**src/rtl/wb_pkg.sv**
```systemverilog
// Shared writeback-stage definitions: REP prefix encodings, sequencer states
// and default flag bit positions.
package wb_pkg;

    typedef enum logic [1:0] {
        REP_NONE = 2'b00,
        REP      = 2'b01,
        REPE     = 2'b10,
        REPNE    = 2'b11
    } rep_mode_e;

    typedef enum logic [1:0] {
        ST_IDLE   = 2'b00,
        ST_ACTIVE = 2'b01,
        ST_HALTED = 2'b10
    } wb_state_e;

    localparam int unsigned ZF_BIT_DEFAULT = 6;
    localparam int unsigned CF_BIT_DEFAULT = 0;

endpackage

```
**src/rtl/count_zero_detect.sv**
```systemverilog
// Zero compare on a string-op count; in 16-bit address mode only CX (the low
// 16 bits) is significant.
module count_zero_detect #(
    parameter int unsigned CNT_W = 32
) (
    input  logic [CNT_W-1:0] count_i,
    input  logic             addr16_i,
    output logic             zero_o
);

    if (CNT_W > 16) begin : g_wide
        assign zero_o = addr16_i ? (count_i[15:0] == 16'h0000) : (count_i == '0);
    end else begin : g_narrow
        logic unused_addr16;
        assign unused_addr16 = addr16_i;
        assign zero_o        = (count_i == '0);
    end

endmodule

```
**src/rtl/rep_sequencer_wb.sv**
```systemverilog
// Writeback-stage sequencer for REP/REPE/REPNE string instructions and HLT:
// gates the EIP load, counts iterations, saves the first-uop pointer, latches halt.
module rep_sequencer_wb
    import wb_pkg::*;
#(
    parameter int unsigned CNT_W  = 32,
    parameter int unsigned DATA_W = 32,
    parameter int unsigned FLAG_W = 32,
    parameter int unsigned ZF_BIT = ZF_BIT_DEFAULT
) (
    input  logic              CLK,
    input  logic              CLR,
    input  logic              WB_V,
    input  logic              WB_FLUSH,
    input  logic              CS_IS_HALT_WB,
    input  logic              CS_LD_EIP_WB,
    input  logic [1:0]        REP_MODE,
    input  logic              IS_CMP,
    input  logic              ADDR16,
    input  logic              UOP_FIRST,
    input  logic              UOP_LAST,
    input  logic [CNT_W-1:0]  WB_COUNT_PRE,
    input  logic [CNT_W-1:0]  WB_COUNT_POST,
    input  logic [DATA_W-1:0] WB_RESULT_A,
    input  logic [FLAG_W-1:0] current_flags,
    output logic              v_ld_eip,
    output logic              rep_active,
    output logic              rep_again,
    output logic              rep_terminate,
    output logic              rep_skip,
    output logic [CNT_W-1:0]  iter_count,
    output logic [DATA_W-1:0] saved_ptr,
    output logic              wb_halt_all
);

    wb_state_e         state_q, state_d;
    logic              active_q;
    logic [CNT_W-1:0]  iter_q, iter_d, iter_base;
    logic [DATA_W-1:0] ptr_q, ptr_d;
    logic              halt_q, halt_d;

    logic      ld, again, term, skip;
    logic      pre_zero, post_zero, zf, stop, starting;
    rep_mode_e mode;

    count_zero_detect #(.CNT_W(CNT_W)) u_pre_zero (
        .count_i  (WB_COUNT_PRE),
        .addr16_i (ADDR16),
        .zero_o   (pre_zero)
    );

    count_zero_detect #(.CNT_W(CNT_W)) u_post_zero (
        .count_i  (WB_COUNT_POST),
        .addr16_i (ADDR16),
        .zero_o   (post_zero)
    );

    assign mode     = rep_mode_e'(REP_MODE);
    assign zf       = current_flags[ZF_BIT];
    assign starting = (state_q == ST_IDLE) && (mode != REP_NONE) && UOP_FIRST;
    assign stop     = post_zero
                    || ((mode == REPE)  && IS_CMP && !zf)
                    || ((mode == REPNE) && IS_CMP &&  zf);

    always_comb begin
        state_d   = state_q;
        iter_d    = iter_q;
        ptr_d     = ptr_q;
        halt_d    = halt_q;
        iter_base = iter_q;
        ld        = 1'b0;
        again     = 1'b0;
        term      = 1'b0;
        skip      = 1'b0;
        if (state_q == ST_HALTED) begin
            state_d = ST_HALTED;
        end else if (WB_FLUSH) begin
            state_d = ST_IDLE;
        end else if (WB_V) begin
            if (CS_IS_HALT_WB) begin
                state_d = ST_HALTED;
                halt_d  = 1'b1;
                ld      = CS_LD_EIP_WB;
            end else if (state_q == ST_IDLE && !starting) begin
                ld = CS_LD_EIP_WB;
            end else if (starting && pre_zero) begin
                skip   = 1'b1;
                term   = 1'b1;
                ld     = 1'b1;
                iter_d = '0;
            end else begin
                // A fresh instruction counts from zero; a single-uop iteration
                // both starts and evaluates in this same cycle.
                if (starting) begin
                    iter_base = '0;
                end
                iter_d  = iter_base;
                state_d = ST_ACTIVE;
                if (UOP_FIRST) begin
                    ptr_d = WB_RESULT_A;
                end
                if (UOP_LAST) begin
                    iter_d = (&iter_base) ? iter_base : iter_base + CNT_W'(1);
                    if (stop) begin
                        term    = 1'b1;
                        ld      = 1'b1;
                        state_d = ST_IDLE;
                    end else begin
                        again = 1'b1;
                    end
                end
            end
        end
    end

    always_ff @(posedge CLK) begin
        if (!CLR) begin
            state_q  <= ST_IDLE;
            active_q <= 1'b0;
            iter_q   <= '0;
            ptr_q    <= '0;
            halt_q   <= 1'b0;
        end else begin
            state_q  <= state_d;
            active_q <= (state_d == ST_ACTIVE);
            iter_q   <= iter_d;
            ptr_q    <= ptr_d;
            halt_q   <= halt_d;
        end
    end

    // Reset has top priority, so the combinational strobes are suppressed while CLR is low.
    assign v_ld_eip      = CLR & ld;
    assign rep_again     = CLR & again;
    assign rep_terminate = CLR & term;
    assign rep_skip      = CLR & skip;
    assign rep_active    = active_q;
    assign iter_count    = iter_q;
    assign saved_ptr     = ptr_q;
    assign wb_halt_all   = halt_q;

endmodule

```
**config.mk**
```make
export PLATFORM = sky130hd
export DESIGN_NAME = rep_sequencer_wb
export DESIGN_NICKNAME = d
export VERILOG_FILES = /design/src/rtl/wb_pkg.sv /design/src/rtl/count_zero_detect.sv /design/src/rtl/rep_sequencer_wb.sv
export SDC_FILE = /design/constraint.sdc
export NUM_CORES = 1
export LEC_CHECK = 0
export ABC_AREA = 1
export CORE_UTILIZATION = 45
export CTS_CLUSTER_SIZE = 8
export DETAILED_ROUTE_END_ITERATION = 16
export PLACE_DENSITY = 0.87
export SYNTH_ARGS = -nofsm -noshare
export SYNTH_HDL_FRONTEND = slang
export SYNTH_HIERARCHICAL = 1
export SYNTH_SLANG_ARGS = --single-unit
```
**constraint.sdc**
```tcl
create_clock -name CLK -period 4.4 [get_ports CLK]
set_input_delay 0.88 -clock CLK [delete_from_list [all_inputs] [get_ports CLK]]
set_output_delay 0.88 -clock CLK [all_outputs]
set_load 0.005 [all_outputs]
```
* Word-level counts from Yosys, hierarchy flattened
Cells that the tools add are included.
Word-level totals: bits in registers 68, output and inout port bits 70, word-level logic and storage cells 88
Cells by class: $add $sub $neg 1, equality and inequality tests 4, mux-type cells 47, bitwise operators 9, reductions and logical operators 22
Operator list (number):
- 32-bit 2-to-1 mux | 10
- 32-bit zero test | 2
- 32-bit by 1-bit adder with 32-bit output (second input constant) | 1
- 16-bit zero test | 2
- 32-bit AND reduction | 1
- 1-bit 2-to-1 mux | 31
- 2-bit 2-to-1 mux | 6
- 1-bit logical AND | 8
- 7-bit AND reduction | 1
- 2-bit equality test (second input constant) | 3
- 1-bit NOT | 5
- 5-bit AND reduction | 1
- 1-bit AND | 4
- 4-bit AND reduction | 1
- 2-bit by 1-bit equality test with 1-bit output (second input constant) | 1
- 1-bit zero test | 2
- 2-bit zero test | 1
- 1-bit logical OR | 2
- 2-bit nonzero test | 1

* Depth between registers and ports, before layout
Gate-level depths: netlist of run 1.
depth after elaboration 14, mapped depth 19

* By module
Netlist of run 1, hierarchy kept.
Modules (own cells, without submodules):
- rep_sequencer_wb | times used 1, cells an instance 644, area each 4120.2 µm²
- count_zero_detect | times used 2, cells an instance 32, area each 125.1 µm²

* Least setup slack after synthesis of run 1
No wires, ideal clock.
path type input port to flip-flop, start input port REP_MODE[0], end register iter_q[25], in the netlist iter_count[25], setup time 0.070 ns, arrival time 2.908 ns, required time 4.330 ns, path slack 1.422 ns, stages 18, buffers on the path 4, cells stage by stage inv_1 nand2_2 nand3_4 buf_8 buf_4 buf_2 nand2_1 inv_1 ha_1 inv_1 nor2_4 nand2_4 nor2_8 nand4_4 buf_6 nand3_2 nand3_1 a21oi_1
Between the ends: word-level cells in the longest chain between the ends 14, elaborated cells on any way between the ends 20, classes of those cells 1 x add/sub; 10 x mux; 1 x bitwise; 8 x reduce/logical
RTL lines:
- start, declared | RTL line rep_sequencer_wb.sv:17 | input logic [1:0] REP_MODE,
- 2-bit nonzero test (*) | RTL line rep_sequencer_wb.sv:60 | assign starting = (state_q == ST_IDLE) && (mode != REP_NONE) && UOP_FIRST;
- 1-bit logical AND (*) (2 in series) | RTL line rep_sequencer_wb.sv:60
- 32-bit 2-to-1 mux | RTL line rep_sequencer_wb.sv:94 | if (starting) begin
- 32-bit 2-to-1 mux | RTL line rep_sequencer_wb.sv:86 | end else if (starting && pre_zero) begin
- 32-bit 2-to-1 mux | RTL line rep_sequencer_wb.sv:84 | end else if (state_q == ST_IDLE && !starting) begin
- 32-bit 2-to-1 mux | RTL line rep_sequencer_wb.sv:80 | if (CS_IS_HALT_WB) begin
- 32-bit 2-to-1 mux | RTL line rep_sequencer_wb.sv:79 | end else if (WB_V) begin
- 32-bit 2-to-1 mux | RTL line rep_sequencer_wb.sv:77 | end else if (WB_FLUSH) begin
- 32-bit 2-to-1 mux | RTL line rep_sequencer_wb.sv:75 | if (state_q == ST_HALTED) begin
- 32-bit by 1-bit adder with 32-bit output / 32-bit AND reduction (equally long branches) | RTL line rep_sequencer_wb.sv:103 | iter_d = (&iter_base) ? iter_base : iter_base + CNT_W'(1);
- 32-bit 2-to-1 mux | RTL line rep_sequencer_wb.sv:103
- 32-bit 2-to-1 mux | RTL line rep_sequencer_wb.sv:102 | if (UOP_LAST) begin
- 32-bit 2-to-1 mux | RTL line rep_sequencer_wb.sv:86
- end signal, assigned | RTL line rep_sequencer_wb.sv:126 | iter_q <= iter_d;
- end, declared | RTL line rep_sequencer_wb.sv:38 | logic [CNT_W-1:0] iter_q, iter_d, iter_base;
Every way passes the cells marked *; elsewhere a longest branch is shown, timed or not. The select of a mux whose other input is x is not followed. A chain may end at the register's enable or synchronous reset.

* Worst setup path in the final report of run 1
start input port WB_COUNT_POST[22], end output port v_ld_eip
Between the ends: word-level cells in the longest chain between the ends 13
RTL lines:
- start, declared | RTL line rep_sequencer_wb.sv:23 | input logic [CNT_W-1:0] WB_COUNT_POST,
- 32-bit zero test | RTL line count_zero_detect.sv:12 | assign zero_o = addr16_i ? (count_i[15:0] == 16'h0000) : (count_i == '0);
- 1-bit 2-to-1 mux | RTL line count_zero_detect.sv:12
- via post_zero | RTL line rep_sequencer_wb.sv:43 | logic pre_zero, post_zero, zf, stop, starting;
- 1-bit logical OR | RTL line rep_sequencer_wb.sv:62 | || ((mode == REPE) && IS_CMP && !zf)
- 1-bit logical OR | RTL line rep_sequencer_wb.sv:63 | || ((mode == REPNE) && IS_CMP && zf);
- 1-bit 2-to-1 mux | RTL line rep_sequencer_wb.sv:104 | if (stop) begin
- 1-bit 2-to-1 mux | RTL line rep_sequencer_wb.sv:102
- 1-bit 2-to-1 mux | RTL line rep_sequencer_wb.sv:86
- 1-bit 2-to-1 mux | RTL line rep_sequencer_wb.sv:84
- 1-bit 2-to-1 mux | RTL line rep_sequencer_wb.sv:80
- 1-bit 2-to-1 mux | RTL line rep_sequencer_wb.sv:79
- 1-bit 2-to-1 mux | RTL line rep_sequencer_wb.sv:77
- 1-bit 2-to-1 mux | RTL line rep_sequencer_wb.sv:75
- 1-bit AND | RTL line rep_sequencer_wb.sv:133 | assign v_ld_eip = CLR & ld;
- end, declared | RTL line rep_sequencer_wb.sv:26 | output logic v_ld_eip,
The timed path passes the listed nets, and every way through them passes these cells.

==> results of run 1 <==
-- path summary, 6_finish.rpt --
kind	cells after the start	start	end
hold / removal	2	wb_halt_all$_SDFFE_PN0P_	wb_halt_all$_SDFFE_PN0P_
setup reg to reg	15	state_q[1]$_SDFF_PN0_	iter_count[21]$_SDFFE_PN0P_
hold reg to reg	2	wb_halt_all$_SDFFE_PN0P_	wb_halt_all$_SDFFE_PN0P_
setup / recovery	12	WB_COUNT_POST[22]	v_ld_eip
-- sequential cells by signal, summed over array words and instances (netlist names) --
signal,flops
state_q,2
iter_count,32
saved_ptr,32
rep_active,1
wb_halt_all,1
-- metrics by stage --
stage	power, mW	hold WS, ns
after floorplan	0.753	0.447
after global placement	0.887	0.442
after detailed placement	0.894	0.449
after CTS	1.36	0.465
after global routing	1.41	0.502
final	1.36	0.464
-- metal layers --
layer  vias up  global-route usage [%]  wire length (microns)
met1      2393                    31.9                   5340
li1       2621                       -                      -
met3        38                    9.99                   1640
met4         0                    13.2                    386
met5         -                       0                      0
met2       270                    50.4                   6800
-- kinds of logic after synthesis --
logic type | Yosys count | share of synthesized area, %
AO/OA/AOI/OAI | 74 | 8.96
XOR/XNOR | 15 | 3.01
adder cells (fa/ha/maj) | 1 | 0.286
buffers and inverters | 74 | 7.56
flip-flops | 68 | 31.1
AND/OR/NAND/NOR | 476 | 49.0
-- placed cells by master (no fill, tap or decap), drive strengths merged --
cell	n
xnor2	4
clkdlybuf4s50	178
or2	1
and2	2
o211ai	2
o31ai	1
o21ai	32
nand2	189
a21boi	1
nand3b	1
xor2	11
nor3	5
nor2	163
clkbuf	10
ha	1
buf	10
a31o	1
clkinvlp	1
inv	41
a21oi	37
clkinv	6
nand4	9
dfxtp	68
nand3	106
-- worst max-delay path, delay by kind of cell --
family	cells	cell delay [ns]
buffers and inverters	3	1.06
and+or+nand+nor	6	0.66
AOI/OAI and AO/OA	3	0.47
-- power groups by stage --
stage               logic, mW  clock network (mW)  registers [mW]
floorplan               0.102                   0           0.651
global placement        0.236                   0           0.651
detailed placement      0.242                   0           0.652
CTS                     0.243               0.483           0.637
global route            0.267               0.508           0.639
finish                  0.245               0.479           0.637
-- layout make-up --
| cell class | count | area (sq um) | share of cell area (%) |
|---|---|---|---|
| Multi-Input combinational cell | 566 | 2680 | 41.9 |
| Timing Repair Buffer | 188 | 1860 | 29.0 |
| Sequential cell | 68 | 1360 | 21.3 |
| Tap cell | 129 | 161 | 2.52 |
| Inverter | 42 | 158 | 2.47 |
| Clock buffer | 10 | 138 | 2.15 |
| Clock inverter | 6 | 40.0 | 0.626 |
==> qor.yml, run 1 <==
outcome:
  status: "finished, final reports clean"
global_route:
  grt_pass1_vias: 5290
  gr-total-overflow: 0
  antenna_found_initial: 0
  grt_max_degree: 39
  grt_use_total_pct: 29.0
  grt_pass1_wl_microns: 23400
timing:
  setup_viol: 0
  relSlewSlack_pct: 42.2
  finalCritPeriodShare_pct: 89.8
  fin_setup_tns_ns: 0
  fmax_mhz: 253
  grt_setup_unrepaired: "no"
  skew_ns: 0.0108
  slew_viol_final: 0
  worst_slack_ns: 0.450
  min_period_ns: 3.95
  worst_pin_slew_ns: 0.865
  hold_viol: 0
worst_setup_path:
  path_max_fanout: 2
  worstPathCellList: "clkdlybuf4s50_1 > nor2_1 > nand2_1 > nor2_1 > nand2_1 > a21oi_2 > inv_1 > a21oi_1 > nor2_1 > nor3_1 > a31o_2 > clkdlybuf4s50_1"
  critPathLaunchType: "input pin"
  cpMaxStageDelayCell: "clkdlybuf4s50_1"
  cp.arrival_ns: 3.07
  worst_ep_required_time_ns: 3.52
  cpMostUsedCell: "nor2_1"
  rrSetupSlack_ns: 1.69
  slowest_delay_ns: 0.57
  crit_path_end_kind: "primary output"
  criticalPathCategory: "in -> out"
die:
  io_pins: 210
  die_area_sq_um: 10100
  fp.coreArea_sq_um: 9330
  die_y_microns: 101
  die_width_microns: 101
  num_rows: 35
  start_util_pct: 46.9
route:
  vias: 5322
  drt_pre_antenna_iters: 5
  via_per_inst: 5.27
  drcViolationCount: 0
  wl_per_cell_microns: 14.0
  postRouteAntennaNets: 0
  drt_first_iter_violations: 362
  drt-total-wl_microns: 14200
clocking:
  cts_root_buffer: "clkbuf_8"
  htree_levels: 3
  clock_latency_ns: 0.35
  path_clk_slew_ns: 0.07
  clock_path_buffers: 2
  cts_resized: 0
  cts_sinks: 68
  post_cts_buffers: 0
  cts_buffers: 9
  cts_tree: "yes"
  hold_buffers: 0
yosys:
  synth_most_common_cell: "nand2_1"
  ys_seq_elements: 68
  yosysSeqAreaShare_pct: 31.1
  synth_cell_types: 37
  synth_area_leaders: "dfxtp_1 31%, nand2_1 16%, nor2_1 13%"
  netlist_area_sq_um: 4370
  synth_fp_nets: 849
  synth_top_area_share_pct: 31.1
  syn_inst: 708
  async_flop_share_pct: 0
  avgSynthCellArea_sq_um: 6.17
  netlist_top_cells_count: "185 x nand2_1, 152 x nor2_1, 90 x nand3_1"
  synthFlopType: "dfxtp_1"
  synth_top_area_cell: "dfxtp_1"
  yosysWarnings: 6
  synth-edff-count: 0
final_layout:
  drive_above_1_share_pct: 8.07
  diodes: 0
  finalNetCount: 1016
  fill_cells: 788
  post-route-util_pct: 68.5
  stdcell_count: 1009
  stdcell_area_sq_um: 6390
  area_delta_synth_final_pct: 46.3
placed_design:
  numPortBuffers: 178
  dp_hpwl_microns: 10700
  place_congestion: 0.938
  dp.cells: 993
  pre_cts_ws_ns: 0.501
  placed_area_sq_um: 6220
power:
  netSwitchingFraction_pct: 27.6
  leakagePower_nw: 2.47
  power_density_nw_per_um2: 213
  switching_power_mw: 0.375
  ir_worst_vdd_mv: 0.145
  p_int_mw: 0.986
  power_frac_seq_pct: 46.8
  power_frac_clock_pct: 35.2
  p_comb_share_pct: 18.0
flow_run:
  maxCapViolations: 0
hold_path:
  hp-class: "reg -> reg"
No activity file was read; power rests on OpenSTA's default activity.
==> inputs of run 2 (changes only) <==
--- a/config.mk
+++ b/config.mk
@@ -9,6 +9,7 @@
 export CORE_UTILIZATION = 45
 export CTS_CLUSTER_SIZE = 8
 export DETAILED_ROUTE_END_ITERATION = 16
+export HOLD_SLACK_MARGIN = 0.12
 export PLACE_DENSITY = 0.87
 export SYNTH_ARGS = -nofsm -noshare
 export SYNTH_HDL_FRONTEND = slang
==> results of run 2 <==
The final DEF is identical to that of run 1; final timing and power are the same.
==> inputs of run 3 (changes only) <==
--- a/config.mk
+++ b/config.mk
@@ -6,11 +6,10 @@
 export NUM_CORES = 1
 export LEC_CHECK = 0
 export ABC_AREA = 1
-export CORE_UTILIZATION = 45
+export CORE_UTILIZATION = 42
 export CTS_CLUSTER_SIZE = 8
 export DETAILED_ROUTE_END_ITERATION = 16
-export HOLD_SLACK_MARGIN = 0.12
-export PLACE_DENSITY = 0.87
+export PLACE_DENSITY = 0.82
 export SYNTH_ARGS = -nofsm -noshare
 export SYNTH_HDL_FRONTEND = slang
 export SYNTH_HIERARCHICAL = 1
==> constraint.sdc (replaced) <==
create_clock -name CLK -period 3.9 [get_ports CLK]
set_input_delay 0.78 -clock CLK [delete_from_list [all_inputs] [get_ports CLK]]
set_output_delay 0.78 -clock CLK [all_outputs]
set_load 0.005 [all_outputs]
==> qor.yml, run 3 (same netlist as run 1, synthesis figures left out) <==
outcome:
  status: "finished, final reports clean"
final_layout:
  final_common_cell: "nand2_1"
  finalNetCount: 1016
  drive_above_1_share_pct: 8.07
  stdcell_area_sq_um: 6420
  diodes: 0
  area_delta_synth_final_pct: 46.9
  layout_common_cells: "185 x nand2_1, 178 x clkdlybuf4s50_1, 152 x nor2_1"
  stdcell_count: 1013
  multiInputGateArea_sq_um: 2680
  regArea_sq_um: 1360
  fill_cells: 928
clocking:
  post_cts_buffers: 0
  clock_path_buffers: 2
  cts_tree: "yes"
  cts_root_buffer: "clkbuf_8"
  path_clk_slew_ns: 0.08
  cts_buffers: 9
  hold_buffers: 0
  cts_resized: 0
  cts_sinks: 68
  htree_levels: 3
  clock_latency_ns: 0.34
hold_path:
  hold_path.startpoint: "wb_halt_all$_SDFFE_PN0P_"
  hp-class: "reg -> reg"
  whs_path_depth: 2
die:
  die_y_microns: 104
  die_width_microns: 104
  io_pins: 210
  die_area_sq_um: 10800
  fp.coreArea_sq_um: 9910
  start_util_pct: 44.1
  num_rows: 36
worst_setup_path:
  criticalPathCategory: "in -> out"
  rrSetupSlack_ns: 1.36
  path_max_fanout: 2
  worst_ep_required_time_ns: 3.12
  critPathLaunch: "WB_COUNT_POST[6]"
  cp.arrival_ns: 2.81
  reg2reg_depth: 15
  timing.rr.end: "iter_count[23]$_SDFFE_PN0P_"
  crit_path_end_kind: "primary output"
  reg2reg_from: "state_q[0]$_SDFF_PN0_"
  cp-endpoint: "v_ld_eip"
  critPathLaunchType: "input pin"
global_route:
  grt_pass1_wl_microns: 22500
  gr-total-overflow: 0
  grt_use_total_pct: 25.4
  grt_max_degree: 37
  antenna_found_initial: 0
  grt_pass1_vias: 4784
timing:
  fin_setup_tns_ns: 0
  setup_viol: 0
  skew_ns: 0.00540
  hold_viol: 0
  relSlewSlack_pct: 59.3
  finalCritPeriodShare_pct: 92.1
  grt_setup_unrepaired: "no"
  fmax_mhz: 278
  min_period_ns: 3.59
  worst_pin_slew_ns: 0.609
  worst_hold_slack_ns: 0.458
  slew_viol_final: 0
power:
  power_density_nw_per_um2: 240
  leakagePower_nw: 2.47
  ir_worst_vdd_mv: 0.200
route:
  wl_per_cell_microns: 12.9
  postRouteAntennaNets: 0
  drcViolationCount: 0
  drt_first_iter_violations: 224
  via_per_inst: 4.98
  drt-total-wl_microns: 13100
  vias: 5043
  drt_pre_antenna_iters: 4
flow_run:
  maxCapViolations: 0
placed_design:
  dp.cells: 997
  dp_hpwl_microns: 9950
  place_congestion: 0.885
  numPortBuffers: 178
  placed_area_sq_um: 6230
run 3: cell count changes in the layout (fill, tap and decap cells not counted):
cell	before	now
inv_6	0	1
clkinv_2	3	0
buf_4	10	9
buf_12	0	1
clkinvlp_4	1	3
run 3: report_power, final:
group	total [mW]	switching, mW	internal (mW)
Combinational	0.274	0.115	0.158
Sequential	0.718	0.0109	0.708
Clock	0.547	0.295	0.252
Total	1.54	0.421	1.12
run 3: per-stage QoR:
step                power, mW  utilization (%)  setup slack (ns)
finish                   1.54             64.8             0.307
global placement         1.00             62.9             0.317
global route             1.63             64.8             0.101
detailed placement       1.01             62.9             0.286
CTS                      1.56             64.8             0.290
floorplan               0.849                -              1.02
run 3: layout make-up:
type                    count  share of cell area (%)
multi-input cells         566                    41.7
repair buffers            188                    29.1
flip-flops and latches     68                    21.2
well taps                 133                    2.59
inverters                  42                    2.46
clock buffers              10                    2.14
clock inverters             6                   0.760
run 3: how the worst min path moves through the flow:
stage                                     end  slack (ns)
floorplan            wb_halt_all$_SDFFE_PN0P_        0.45
global placement     wb_halt_all$_SDFFE_PN0P_        0.44
detailed placement   wb_halt_all$_SDFFE_PN0P_        0.45
CTS                  wb_halt_all$_SDFFE_PN0P_        0.46
global route        saved_ptr[0]$_SDFFE_PN0P_        0.51
finish               wb_halt_all$_SDFFE_PN0P_        0.46
run 3: critical path, cell delays in order:
cell             delay (ns)
clkdlybuf4s50_1        0.43
nor2_1                 0.10
nand2_1                0.06
nor2_1                 0.10
nand2_1                0.07
a21oi_2                0.10
inv_1                  0.06
a21oi_1                0.20
nor2_1                 0.06
nor3_1                 0.20
a31o_2                 0.14
clkdlybuf4s50_1        0.52
run 3: layer usage:
metal  global-route usage [%]  vias to the layer above  wire length, microns
met3                     9.09                       25                  1310
met1                     30.2                     2190                  5300
li1                         -                     2627                     -
met5                        0                        -                     0
met2                     42.7                      201                  6210
met4                     7.65                        0                   236
